==> config.mk <==
export PLATFORM = sky130hd
export DESIGN_NAME = pla_grant_scheduler
export DESIGN_NICKNAME = d
export VERILOG_FILES = /design/src/rtl/pla_grant_scheduler.sv
export SDC_FILE = /design/constraint.sdc
export NUM_CORES = 1
export LEC_CHECK = 0
export CAP_MARGIN = 25
export CORE_AREA = 10 10 55 57
export DETAILED_ROUTE_END_ITERATION = 7
export DIE_AREA = 0 0 65 67
export PLACE_DENSITY = 0.74
export SYNTH_ARGS = -nofsm -noshare
export SYNTH_HDL_FRONTEND = slang
export SYNTH_SLANG_ARGS = --single-unit
export TNS_END_PERCENT = 50
==> constraint.sdc <==
create_clock -name clk -period 1.98 [get_ports clk]
set_clock_uncertainty 0.2 [all_clocks]
set_input_delay 0.396 -clock clk [delete_from_list [all_inputs] [get_ports clk]]
set_output_delay 0.396 -clock clk [all_outputs]
set_load 0.01 [all_outputs]
==> src/rtl/pla_grant_scheduler.sv <==
// Round-robin owner of the 4-way PLA select pair, with hold limit and a one-cycle break-before-make gap.
// Optional macro SCHED_LOCK_EN adds a lock input that freezes the hold counter while owning.
module pla_grant_scheduler #(
  parameter int HOLD_MAX = 8,
  parameter int CNT_W    = 4
) (
  input  logic       clk,
  input  logic       rst_n,
  input  logic [3:0] req,
`ifdef SCHED_LOCK_EN
  input  logic       lock,
`endif
  output logic [1:0] sel,
  output logic [3:0] grant,
  output logic       busy,
  output logic       timeout,
  output logic [1:0] state_dbg
);

  typedef enum logic [1:0] {IDLE = 2'd0, OWN = 2'd1, GAP = 2'd2} state_t;

  state_t           state_q, state_d;
  logic [1:0]       ptr_q, ptr_d;
  logic [1:0]       owner_q, owner_d;
  logic [CNT_W-1:0] cnt_q, cnt_d;
  logic [3:0]       grant_q, grant_d;
  logic [1:0]       sel_q, sel_d;
  logic             busy_q, busy_d;
  logic             timeout_q, timeout_d;

  logic             found;
  logic [1:0]       win;
  logic [1:0]       idx;
  logic             hold_frozen;
  logic             hold_expired;

`ifdef SCHED_LOCK_EN
  assign hold_frozen = lock;
`else
  assign hold_frozen = 1'b0;
`endif

  assign hold_expired = (cnt_q == CNT_W'(HOLD_MAX));

  // First set request at or after ptr, wrapping mod 4.
  always_comb begin
    found = 1'b0;
    win   = ptr_q;
    idx   = ptr_q;
    for (int i = 0; i < 4; i++) begin
      idx = ptr_q + 2'(i);
      if (!found && req[idx]) begin
        found = 1'b1;
        win   = idx;
      end
    end
  end

  always_comb begin
    state_d   = state_q;
    ptr_d     = ptr_q;
    owner_d   = owner_q;
    cnt_d     = cnt_q;
    grant_d   = grant_q;
    sel_d     = sel_q;
    busy_d    = busy_q;
    timeout_d = 1'b0;
    case (state_q)
      IDLE: begin
        if (found) begin
          grant_d = 4'b0001 << win;
          sel_d   = ~win;
          busy_d  = 1'b1;
          cnt_d   = CNT_W'(1);
          owner_d = win;
          state_d = OWN;
        end
      end
      OWN: begin
        if (!req[owner_q] || (hold_expired && !hold_frozen)) begin
          // sel keeps the last owner's code; downstream gates on busy.
          grant_d   = 4'b0000;
          busy_d    = 1'b0;
          ptr_d     = owner_q + 2'd1;
          timeout_d = req[owner_q];
          state_d   = GAP;
        end else if (!hold_frozen) begin
          cnt_d = cnt_q + CNT_W'(1);
        end
      end
      GAP: begin
        state_d = IDLE;
      end
      default: begin
        state_d = IDLE;
      end
    endcase
  end

  always_ff @(posedge clk) begin
    if (!rst_n) begin
      state_q   <= IDLE;
      ptr_q     <= 2'd0;
      owner_q   <= 2'd0;
      cnt_q     <= '0;
      grant_q   <= 4'b0000;
      sel_q     <= 2'b00;
      busy_q    <= 1'b0;
      timeout_q <= 1'b0;
    end else begin
      state_q   <= state_d;
      ptr_q     <= ptr_d;
      owner_q   <= owner_d;
      cnt_q     <= cnt_d;
      grant_q   <= grant_d;
      sel_q     <= sel_d;
      busy_q    <= busy_d;
      timeout_q <= timeout_d;
    end
  end

  assign grant     = grant_q;
  assign sel       = sel_q;
  assign busy      = busy_q;
  assign timeout   = timeout_q;
  assign state_dbg = state_q;

endmodule

## Word level (Yosys, flattened, before mapping)

Index checks and enable logic that the tools add are counted.

| word-level totals | value |
|---|---|
| register bits after elaboration | 18 |

| operators by class | value |
|---|---|
| add/subtract/negate cells | 5 |
| order comparisons | 5 |
| equal/unequal tests | 5 |
| shift-type cells | 1 |
| muxes and demuxes | 29 |
| bitwise operators | 1 |
| reductions and logical operators | 16 |

Operators by type and width:

| operator | count |
|---|---|
| 4-bit two-way mux | 4 |
| 4-bit one-hot mux with 2 select lines | 2 |
| 2-bit by 3-bit less-than comparator with 1-bit output (second input constant) | 5 |
| 1-bit two-way mux | 11 |
| 1-bit binary-select mux with 2-bit select | 5 |
| 2-bit two-way mux | 5 |
| 3-bit AND reduction | 3 |
| 2-bit inequality test (second input constant) | 3 |
| 2-bit AND reduction | 3 |
| 2-bit by 1-bit adder with 2-bit output (second input constant) | 2 |
| 2-bit adder (second input constant) | 2 |
| 4-bit by 1-bit adder with 4-bit output (second input constant) | 1 |
| 4-bit == test (second input constant) | 1 |
| 1-bit logical NOT | 4 |
| 2-bit one-hot mux with 2 select lines | 1 |
| 1-bit by 2-bit << shifter with 4-bit output (first input constant) | 1 |
| 1-bit logical AND | 3 |
| 2-bit by 1-bit == test with 1-bit output (second input constant) | 1 |
| 2-bit logical NOT | 1 |
| 2-bit NOT | 1 |
| 1-bit one-hot mux with 2 select lines | 1 |
| 2-bit nonzero test | 1 |
| 1-bit logical OR | 1 |

## Depth between registers and ports, before layout

| logic depth | value |
|---|---|
| word-level depth | 15 |
| gate-level depth with buffers | 8 |

## Least setup slack after synthesis

No wires, ideal clock.

| path | value |
|---|---|
| path type | register to register |
| start point | register owner_q[0] |
| end point | register cnt_q[2] |
| library setup time | 0.114 ns |
| arrival | 1.464 ns |
| required time | 1.666 ns |
| setup slack | 0.201 ns |
| cell stages (with the launch flop) | 7 |
| path buffers | 1 |
| clock period less this slack | 1.779 ns |
| cell sequence | dfxtp_1 -> mux4_2 -> and3_1 -> buf_6 -> nand2_2 -> xor2_1 -> nor2_1 |

| between the ends | value |
|---|---|
| word-level cells in the longest chain between the ends | 6 |

RTL lines:

| what | line | RTL |
|---|---|---|
| start: declaration | 24 | `logic [1:0] owner_q, owner_d;` |
| start signal: assignment | 113 | `owner_q <= owner_d;` |
| 1-bit binary-select mux with 2-bit select | 80 | `if (!req[owner_q] \|\| (hold_expired && !hold_frozen)) begin` |
| 1-bit two-way mux (implied by the code) | 80 |  |
| 1-bit logical NOT | 80 |  |
| 1-bit logical OR | 80 |  |
| 2-bit inequality test (no line) | n/a |  |
| 3-bit AND reduction (no line) | n/a |  |
| end signal: assignment | 114 | `cnt_q <= cnt_d;` |
| end: declaration | 25 | `logic [CNT_W-1:0] cnt_q, cnt_d;` |

Every way passes these cells. The select of a mux whose other input is x is not followed.
A chain may end at the register's enable or synchronous reset.

## Worst setup path in the final report

| path | value |
|---|---|
| start point | register owner_q[0] |
| end point | register grant_q[3] (netlist: grant[3]) |

| between the ends | value |
|---|---|
| word-level cells in the longest chain between the ends | 6 |

RTL lines:

| what | line | RTL |
|---|---|---|
| 1-bit binary-select mux with 2-bit select | 80 |  |
| 1-bit two-way mux (implied by the code) | 80 |  |
| 1-bit logical NOT | 80 |  |
| 1-bit logical OR | 80 |  |
| 2-bit inequality test (no line) | n/a |  |
| 3-bit AND reduction (no line) | n/a |  |
| end signal: assignment | 115 | `grant_q <= grant_d;` |
| end: declaration | 26 | `logic [3:0] grant_q, grant_d;` |

Every way passes these cells. The select of a mux whose other input is x is not followed.

==> flow_metrics.tcl <==
set metrics [dict create \
    status "complete, no violations" \
    critPathCaptureType "register" \
    start_kind "register" \
    yosysUniqueCellTypes 38 \
    fin_ws_ps 109.9 \
    place_inst 146 \
    worstMarginPinSlew_ps 685.9 \
    pwr-share-clk 0.241 \
    wire_per_inst_um 12.68 \
    final_util 0.5999 \
    cts_tree "built" \
    grt_pass1_vias 747 \
    n_antenna_cell 0 \
    die_h_um 67 \
    worstSetupPathType "register to register" \
    grt_pass1_wl_mm 3.374 \
    synth_cells 94 \
    synth_fp_nets 102 \
    via_per_inst 5.093 \
    hold_ws_ps 279.5 \
    grtUsageTotal 0.09631 \
    worst_hold_path_type "register to register" \
    hold_viol 0 \
    drv_slew 0 \
    maxSlewHeadroom 0.5388 \
    drt_pass1_iterations 5 \
    syn_area_per_cell_um2 9.078 \
    hold_depth 2 \
    max_freq_ghz 0.5347 \
    io_pins 16 \
    rsz0062_at_grt "no" \
    grt_overflow 0 \
    ys_async_sr_fraction 0 \
    setup_violations 0 \
    cts_root_buf "clkbuf_4" \
    pwr-share-seq 0.455 \
    drive_above_1_share 0.2097 \
    p_switching_w 0.0002734 \
    yosys.area_share.xor_xnor 0.03079 \
    layout_min_cycle_time_ps 1870 \
    sw_frac_of_total 0.2899 \
    leakage_nw 0.4780 \
    clk_pin_slew_worst_paths_ps 100 \
    synthSimpleGateAreaFrac 0.2595 \
    p_per_area_nw_per_um2 809.8 \
    synth-seq-cells 18 \
    synthToLayoutAreaGrowth_pct 36.51 \
    num_rows 16 \
    drtAntennaViolNets 0 \
    crit_arrival_ps 1870 \
    synth_flop_cell "dfxtp_1" \
    nets 133 \
    initial_core_util 0.4394 \
    antenna_found_initial 0 \
    path_max_fanout 7 \
    die_x_um 65 \
    period_share 0.9445 \
    synth_edf_count 0 \
    insertion_delay_ps 290 \
    grt_max_degree 17 \
    port_buffers 15 \
    preCtsSetupSlack_ps -411.5 \
    ff2ff_path_depth 5 \
    cp.required_ps 1980 \
    drc 0 \
    synth-compound-area-share 0.1804 \
    routed_wl_mm 1.915 \
    drt_iter0_drc 9 \
    synth_top_family_by_area "simple AND/OR/NAND/NOR gates" \
    drv_cap 0 \
    pwr-share-comb 0.304 \
    p_int_w 0.0006699 \
    coreArea_um2 1942 \
    hpwl_mm 1.442 \
    gp_congestion 0.8061 \
    die_area_um2 4355 \
    clockBufferDepth 2 \
    final_cells 151 \
    syn_area_um2 853.3 \
    tns_ps 0 \
    dr_total_vias 769 \
    clock-sinks 18 \
    ir_drop_mv 0.4441 \
    synth_mux_area_frac 0.03812 \
    yosysWarnings 0 \
    synthAdderAreaFrac 0.02933 \
    yosysSeqAreaShare 0.4223 \
    cts_buffers 3 \
    htree_levels 1 \
]
[final cells by class]
| class | count | area, µm² |
|---|---|---|
| clock buffer | 4 | 36.28 |
| tap | 27 | 33.78 |
| inverter | 3 | 11.26 |
| fill | 183 | 777.0 |
| multi-input combinational | 69 | 461.7 |
| timing repair buffer | 30 | 261.5 |
| sequential | 18 | 360.3 |
[cell families after synthesis]
| kind of cell | count (synthesis) |
|---|---|
| simple gates | 41 |
| compound gates | 21 |
| flops | 18 |
| buf+inv | 7 |
| xor+xnor | 3 |
| mux | 2 |
| fa+ha+maj | 2 |
[worst paths after layout]
kind | from | to | slack, ps
worst min register to register | grant[2] | grant[2] | 280
worst min-delay path | grant[2] | grant[2] | 280
worst max-delay path | owner_q[0] | grant[3] | 110
worst max register to register | owner_q[0] | grant[3] | 110
[per-layer routing]
layer  wire (µm)  vias to the layer above  GRT usage  share of wire
li1            -                      387          -              -
met1         881                      361     0.1043           0.46
met5           0                        -          0              0
met2         869                       15     0.1527           0.45
met4          34                        0    0.04545          0.018
met3         130                        6    0.05017          0.068
[critical path, cell delays in order (launching register included)]
cell	delay, ps
dfxtp_1	370
mux4_2	580
a21boi_4	310
nor2_2	80
a32oi_1	180
nor2b_1	60
[registers in the layout, summed over array words and instances, names as in the netlist]
register   flops
owner_q        2
sel            2
grant          4
ptr_q          2
timeout        1
busy           1
state_dbg      2
cnt_q          4
[synthesized netlist by cell type, drive strengths merged, types with 2 or more instances]
master,instances,share of area
clkbuf,3,0.013
nor3,3,0.018
dfxtp,18,0.42
and2,3,0.023
inv,3,0.013
and3,3,0.023
nand3,2,0.012
a21oi,3,0.018
a21boi,4,0.048
xor2,2,0.021
o21ai,6,0.035
nand3b,2,0.018
o31ai,2,0.018
nor2,6,0.026
ha,2,0.029
nor2b,5,0.037
nand2,10,0.047
[power by group through the flow]
| stage | Clock (W) | Sequential [W] | Combinational [W] |
|---|---|---|---|
| after CTS | 0.000233 | 0.000430 | 0.000290 |
| after detailed placement | 0 | 0.000437 | 0.000283 |
| after global routing | 0.000250 | 0.000436 | 0.000318 |
| after global placement | 0 | 0.000436 | 0.000276 |
| after floorplan | 0 | 0.000444 | 0.000140 |
| final | 0.000227 | 0.000429 | 0.000287 |
[layout by cell type (no fill, tap or decap), types with 2 or more instances in the layout]
master / synthesis / final
clkdlybuf4s50_1: 0 / 11
nand3b_1: 2 / 2
and2_1: 2 / 2
nor2_1: 6 / 5
nand2_1: 9 / 9
a21boi_0: 3 / 3
nor3_1: 3 / 3
nor2b_1: 5 / 5
buf_4: 0 / 14
clkbuf_4: 0 / 3
a21oi_1: 3 / 3
dlygate4sd2_1: 0 / 4
dfxtp_1: 18 / 18
inv_1: 3 / 3
xor2_1: 2 / 2
o31ai_1: 2 / 2
ha_1: 2 / 2
nand3_1: 2 / 2
and3_1: 2 / 2
o21ai_0: 6 / 6
[metrics by stage]
stage | area [µm²] | power, W
after floorplan | 853.3 | 0.0005835
after global placement | 1120 | 0.0007113
after detailed placement | 1120 | 0.0007200
after CTS | 1165 | 0.0009523
after global routing | 1165 | 0.001004
final | 1165 | 0.0009433
[repair_timing]
item | in CTS | in global routing
hold buffers | 0 | 0
gates resized for setup | 6 | 0
setup endpoints to repair | 6 | 0
buffers inserted | 1 | 0
No activity file was read; power rests on OpenSTA's default activity.
